**src/rtl/pipeline_ctrl_pkg.sv**
```systemverilog
// pipeline_ctrl_pkg
// Shared definitions for the pipeline stall/flush controller:
//   pipe_ctrl_state_t : controller FSM states (RESET, DRAIN, RUN)
//   STG_*             : pipeline register indices, 0 = fetch output register
package pipeline_ctrl_pkg;

  typedef enum logic [1:0] {
    RESET = 2'd0,
    DRAIN = 2'd1,
    RUN   = 2'd2
  } pipe_ctrl_state_t;

  localparam int STG_FETCH    = 0;
  localparam int STG_DECODE   = 1;
  localparam int STG_DISPATCH = 2;
  localparam int STG_EXE      = 3;
  localparam int STG_WB       = 4;

endpackage

```
**src/rtl/pipeline_ctrl_sat_counter.sv**
```systemverilog
// sat_counter
// Saturating up-counter with a synchronous clear.
//   clk   : clock
//   rst   : asynchronous active-high reset, count -> 0
//   inc   : add one this cycle (ignored once count == MAX_VAL)
//   clr   : zero the count on the next edge, wins over inc
//   count : current value
module sat_counter #(
  parameter int               WIDTH   = 32,
  parameter logic [WIDTH-1:0] MAX_VAL = {WIDTH{1'b1}}
) (
  input  logic             clk,
  input  logic             rst,
  input  logic             inc,
  input  logic             clr,
  output logic [WIDTH-1:0] count
);

  logic [WIDTH-1:0] r_count;

  always_ff @(posedge clk or posedge rst) begin
    if (rst) begin
      r_count <= '0;
    end else if (clr) begin
      r_count <= '0;
    end else if (inc && (r_count != MAX_VAL)) begin
      r_count <= r_count + 1'b1;
    end
  end

  assign count = r_count;

endmodule

```
**src/rtl/pipeline_ctrl.sv**
```systemverilog
// pipeline_ctrl
// Stall/flush controller for an in-order pipeline of NUM_STAGES registers.
// After reset it flushes every register for DRAIN_CYCLES cycles, then in RUN
// turns per-stage stall/redirect requests into per-register stall/flush.
// Also keeps saturating performance counters and a sticky hang detector.
// Ports:
//   clk, rst        : clock, asynchronous active-high reset
//   stall_req       : bit i = stage i cannot accept new work
//   redirect_req    : bit k = stage k resolved a taken branch
//   clr_cnt         : synchronous clear of counters and hang
//   stall / flush   : per-register hold / bubble-load (flush dominates)
//   redirect_ack    : redirect honoured this cycle
//   ready           : controller is in RUN
//   hang            : sticky stall-timeout flag (registered)
//   stall_cycles    : RUN cycles with any stall asserted (registered)
//   redirect_count  : honoured redirects (registered)
module pipeline_ctrl
  import pipeline_ctrl_pkg::*;
#(
  parameter int NUM_STAGES    = 5,
  parameter int DRAIN_CYCLES  = 2,
  parameter int STALL_TIMEOUT = 1024,
  parameter int CNT_W         = 32
) (
  input  logic                  clk,
  input  logic                  rst,
  input  logic [NUM_STAGES-1:0] stall_req,
  input  logic [NUM_STAGES-1:0] redirect_req,
  input  logic                  clr_cnt,
  output logic [NUM_STAGES-1:0] stall,
  output logic [NUM_STAGES-1:0] flush,
  output logic                  redirect_ack,
  output logic                  ready,
  output logic                  hang,
  output logic [CNT_W-1:0]      stall_cycles,
  output logic [CNT_W-1:0]      redirect_count
);

  localparam int IDX_W = (NUM_STAGES > 1) ? $clog2(NUM_STAGES) : 1;
  localparam int DRN_W = (DRAIN_CYCLES > 1) ? $clog2(DRAIN_CYCLES + 1) : 1;
  localparam int RUN_W = $clog2(STALL_TIMEOUT + 1);

  // Index of the highest set bit (0 when none set; callers check |v).
  function automatic logic [IDX_W-1:0] highest_set(input logic [NUM_STAGES-1:0] v);
    highest_set = '0;
    for (int i = 0; i < NUM_STAGES; i++) begin
      if (v[i]) highest_set = IDX_W'(i);
    end
  endfunction

  // Ones in every bit position strictly below idx.
  function automatic logic [NUM_STAGES-1:0] below_mask(input logic [IDX_W-1:0] idx);
    below_mask = '0;
    for (int i = 0; i < NUM_STAGES; i++) begin
      below_mask[i] = (i < int'(idx));
    end
  endfunction

  pipe_ctrl_state_t r_state, w_state_next;
  logic [DRN_W-1:0] r_drain_cnt, w_drain_next;
  logic [IDX_W-1:0] w_stall_idx, w_redir_idx;
  logic             w_redir_blocked, w_redir_take, w_any_stall;
  logic [RUN_W-1:0] w_run_cnt;
  logic             r_hang;

  // ---------------- FSM ----------------
  always_ff @(posedge clk or posedge rst) begin
    if (rst) begin
      r_state     <= RESET;
      r_drain_cnt <= '0;
    end else begin
      r_state     <= w_state_next;
      r_drain_cnt <= w_drain_next;
    end
  end

  always_comb begin
    w_state_next = r_state;
    w_drain_next = r_drain_cnt;
    case (r_state)
      RESET: begin
        w_state_next = DRAIN;
        w_drain_next = DRN_W'(DRAIN_CYCLES - 1);
      end
      DRAIN: begin
        if (r_drain_cnt == '0) w_state_next = RUN;
        else                   w_drain_next = r_drain_cnt - 1'b1;
      end
      RUN:     w_state_next = RUN;
      default: w_state_next = RESET;
    endcase
  end

  // ---------------- stall / flush / redirect ----------------
  assign w_stall_idx = highest_set(stall_req);
  assign w_redir_idx = highest_set(redirect_req);
  // A stall at or beyond the redirecting stage means the branch itself is
  // not moving yet, so the redirect must wait.
  assign w_redir_blocked = |(stall_req & ~below_mask(w_redir_idx));
  assign w_redir_take    = (|redirect_req) && !w_redir_blocked;

  always_comb begin
    stall        = '0;
    flush        = '0;
    redirect_ack = 1'b0;
    ready        = 1'b0;
    if (r_state != RUN) begin
      flush = '1;
    end else begin
      ready = 1'b1;
      if (w_redir_take) begin
        // Everything younger than the branch is squashed; their stalls are moot.
        flush        = below_mask(w_redir_idx);
        redirect_ack = 1'b1;
      end else if (|stall_req) begin
        stall              = below_mask(w_stall_idx);
        flush[w_stall_idx] = 1'b1;
      end
    end
  end

  // ---------------- counters and hang detector ----------------
  assign w_any_stall = |stall;

  sat_counter #(.WIDTH(CNT_W)) u_stall_cnt (
    .clk   (clk),
    .rst   (rst),
    .inc   (w_any_stall),
    .clr   (clr_cnt),
    .count (stall_cycles)
  );

  sat_counter #(.WIDTH(CNT_W)) u_redir_cnt (
    .clk   (clk),
    .rst   (rst),
    .inc   (redirect_ack),
    .clr   (clr_cnt),
    .count (redirect_count)
  );

  // Length of the current unbroken stall run, capped at STALL_TIMEOUT.
  sat_counter #(.WIDTH(RUN_W), .MAX_VAL(RUN_W'(STALL_TIMEOUT))) u_run_cnt (
    .clk   (clk),
    .rst   (rst),
    .inc   (w_any_stall),
    .clr   (clr_cnt | ~w_any_stall),
    .count (w_run_cnt)
  );

  // Set on the same edge at which the run counter reaches STALL_TIMEOUT.
  always_ff @(posedge clk or posedge rst) begin
    if (rst) begin
      r_hang <= 1'b0;
    end else if (clr_cnt) begin
      r_hang <= 1'b0;
    end else if (w_any_stall && (w_run_cnt >= RUN_W'(STALL_TIMEOUT - 1))) begin
      r_hang <= 1'b1;
    end
  end

  assign hang = r_hang;

endmodule

```
**config.mk**
```make
export PLATFORM = sky130hd
export DESIGN_NAME = pipeline_ctrl
export DESIGN_NICKNAME = d
export VERILOG_FILES = /design/src/rtl/pipeline_ctrl_pkg.sv /design/src/rtl/pipeline_ctrl_sat_counter.sv /design/src/rtl/pipeline_ctrl.sv
export SDC_FILE = /design/constraint.sdc
export NUM_CORES = 1
export LEC_CHECK = 0
export ABC_AREA = 1
export CAP_MARGIN = 25
export CORE_ASPECT_RATIO = 0.8
export CORE_UTILIZATION = 59
export DETAILED_ROUTE_END_ITERATION = 8
export PLACE_DENSITY = 0.86
export SLEW_MARGIN = 20
export SYNTH_ARGS = -nofsm -noshare
export SYNTH_HDL_FRONTEND = slang
export SYNTH_SLANG_ARGS = --single-unit
```
**constraint.sdc**
```tcl
create_clock -name clk -period 7.3 [get_ports clk]
set_input_delay 0.73 -clock clk [delete_from_list [all_inputs] [get_ports clk]]
set_output_delay 0.73 -clock clk [all_outputs]
set_load 0.02 [all_outputs]
```
==> out/results.tsv <==
metric	value	unit
post-CTS sizing	0	
# DRC	0	
H-tree lvl count	3	
critical path required time	6.57	ns
Iteration-0 DRC Markers	598	
Tot Pwr	1.013	mW
post-CTS setup buffers	0	
Top Ports	90	
Cells after Synth	920	
Clock Latency Late Sink	0.34	ns
max incr delay on CP	0.64	ns
Seq pwr share	44.7	%
PortBufs	88	
CTS Sinks	80	
crit path time final	3.414	ns
core footprint	9609	um^2
vias	6048	
Worst EP arrival	2.68	ns
# rows	32	
clk slew on worst S/H paths	0.06	ns
Die X	113.0	um
placement-stage cell area	6706	um^2
Final Util	72.92	%
crit path max fanout	8	
combinational fraction of design power	9.8	%
type of the most critical hold path	register to register	
Bufs and invs on worst path	4	
Final ANT Viol Nets	0	
DR WL/cell	13.91	um
VDD IR-drop max	0.09688	mV
Inserted Clock Buffers	9	
count of yosys warnings during synthesis	0	
RSZ-0062 raised after global routing	no	
fraction of layout cells with a size suffix above 1	5.400	%
Slew HR	51.74	%
Yosys top cell area share	34.40	%
Max Freq	292.9	MHz
vias in the first global route	5319	
P per Cell Area	144.6	nW/um^2
worst-margin pin slew	0.7238	ns
Internal Power	0.7423	mW
CP max stage cell	clkdlybuf4s50_1	
Area Growth Syn to Fin	20.40	%
first-pass GRT wire length	26000	um
switch share	26.73	%
Tcrit/Tclk final	46.76	%
syn nets	941	
drt pass-1 iters	5	
pin count of the biggest net entering global routing	81	
RD Place Congestion	0.9483	
Final nets	1016	
gr usage total	31.80	%
TritonCTS clock tree	yes	
Yosys reg bits	80	
run status	finished, final reports clean	
Root Buffer	clkbuf_16	
grt ovf	0	
WS Path Type	input pin to output pin	
initial core utilization	60.56	%
Vias/cell	5.405	
antenna violations before repair	0	
ANT cells	0	
Die Ht	90.83	um
Final setup viols	0	
Die ar.	10270	um^2
post-synth cell types	34	
setup TNS	0	ns
Slew Limit Fails	0	
sequential share of the synthesized area	34.40	%
skew final	0.003232	ns
Fin. Hold Viols	0	
top area cells in the synthesized netlist	dfrtp_1, nand2_1, nor2_1, nand3_1, inv_1	
Post-CTS Hold Fix Bufs	0	
startpoint class of the critical path	input pin	
Clock Power Share	45.5	%
crit-path cells	clkdlybuf4s50_1 > inv_2 > nand2_1 > nor2_2 > nand2_1 > nand3_4 > inv_1 > o31ai_1 > clkdlybuf4s50_1	
Syn Area/Cell	6.325	um^2
Cell Area, Synth	5819	um^2
routed wire length	15560	um
critical path capture point type	output pin	
Final Cell Area	7007	um^2
Leak	3.161	nW
cell taking the most area after synthesis	dfrtp_1	
max-cap violation count	0	
hold slack	0.4812	ns
CP top delay family	buffers and inverters	
switching power	0.2708	mW
CTS Buffer Depth	2	
detailed placement HPWL	10740	um
==> per-stage QoR <==
stage | std cells | setup slack (ns)
final | 1119 | 3.886
after global routing | 1119 | 3.706
after CTS | 1119 | 3.862
after detailed placement | 1103 | 3.862
after global placement | 1103 | 3.930
after floorplan | 920 | 4.518
==> layout by cell type, fill, tap and decap left out, types with 6 or more instances in the layout <==
master	synthesis	layout
inv_1	76	75
nand2_1	351	351
nor3_1	6	6
xnor2_1	18	18
clkbuf_16	0	9
nor2_2	8	8
nor2_1	169	169
nand4_1	8	8
nand3_1	111	111
xor2_1	16	16
ha_1	8	8
clkdlybuf4s50_1	0	87
dfrtp_1	80	80
==> path summary, 6_finish.rpt <==
kind / start / end / slack [ns] / depth (start not counted)
min: r_drain_cnt[0] / r_drain_cnt[0] / 0.48 / 2
max in group asynchronous: rst / u_redir_cnt.count[22] / 5.90 / 3
min reg2reg: r_drain_cnt[0] / r_drain_cnt[0] / 0.48 / 2
max reg2reg: u_redir_cnt.count[0] / u_redir_cnt.count[28] / 4.88 / 10
max: redirect_req[4] / flush[2] / 3.89 / 9
min in group asynchronous: rst / u_stall_cnt.count[4] / 0.91 / 3
==> metal layers <==
metal	share of wire (%)	global-route usage [%]	wire length [um]
met1	46	47.59	7101
met2	44	46.17	6785
met3	9.5	6.913	1480
met4	1.3	8.553	197
met5	0	0	0
==> Yosys cell counts, drive strengths merged <==
| library cell | n |
|---|---|
| a31oi | 1 |
| nand2 | 360 |
| ha | 8 |
| o31ai | 1 |
| xor2 | 16 |
| nor3b | 1 |
| o21ai | 5 |
| nand3 | 114 |
| and3 | 1 |
| buf | 15 |
| xnor2 | 18 |
| nor2 | 183 |
| or2 | 1 |
| o211ai | 2 |
| inv | 80 |
| dfrtp | 80 |
| clkinv | 1 |
| conb | 1 |
| nor2b | 1 |
| clkbuf | 12 |
| nand4 | 8 |
| nor3 | 7 |
| a21oi | 4 |
==> cell type report <==
cell class,count,area [um^2]
Tap cell,119,148.9
Sequential cell,80,2002
Fill cell,823,2603
Inverter,81,305.3
Timing Repair Buffer,91,902.1
Clock inverter,7,71.32
Multi-Input combinational cell,732,3352
Clock buffer,9,225.2
==> power groups by stage <==
| stage | Clock, mW | Sequential, mW | Combinational, mW |
|---|---|---|---|
| final | 0.461 | 0.453 | 0.0992 |
| after global routing | 0.485 | 0.453 | 0.109 |
| after CTS | 0.464 | 0.453 | 0.0989 |
| after detailed placement | 0 | 0.461 | 0.0987 |
| after global placement | 0 | 0.461 | 0.0974 |
| after floorplan | 0 | 0.463 | 0.0656 |
==> flip-flops by register name (all words and copies together), names as in the netlist <==
name,flops
u_redir_cnt.count,32
u_stall_cnt.count,32
u_run_cnt.count,11
r_drain_cnt,2
r_state,2
hang,1
==> worst reg2reg max path, stage by stage (launching register included) <==
cell and delay [ns]:
dfrtp_1 0.47, ha_1 0.30, inv_2 0.07, nor2_4 0.19, nand2_2 0.14, nor2_4 0.17
nand3_2 0.11, nand2_4 0.34, nand2_4 0.30, nand2_1 0.17, nand2_1 0.05
==> cell families after synthesis <==
logic type,count (synthesis),synth area share (%)
xor gates and xnor gates,34,5.117
buffers and inverters,108,7.998
and+or+nand+nor,676,49.43
adders and majority gates,8,1.720
AOI/OAI and AO/OA,13,1.269
DFF,80,34.40
other,1,0.06444
(Power assumes the default switching activity.)
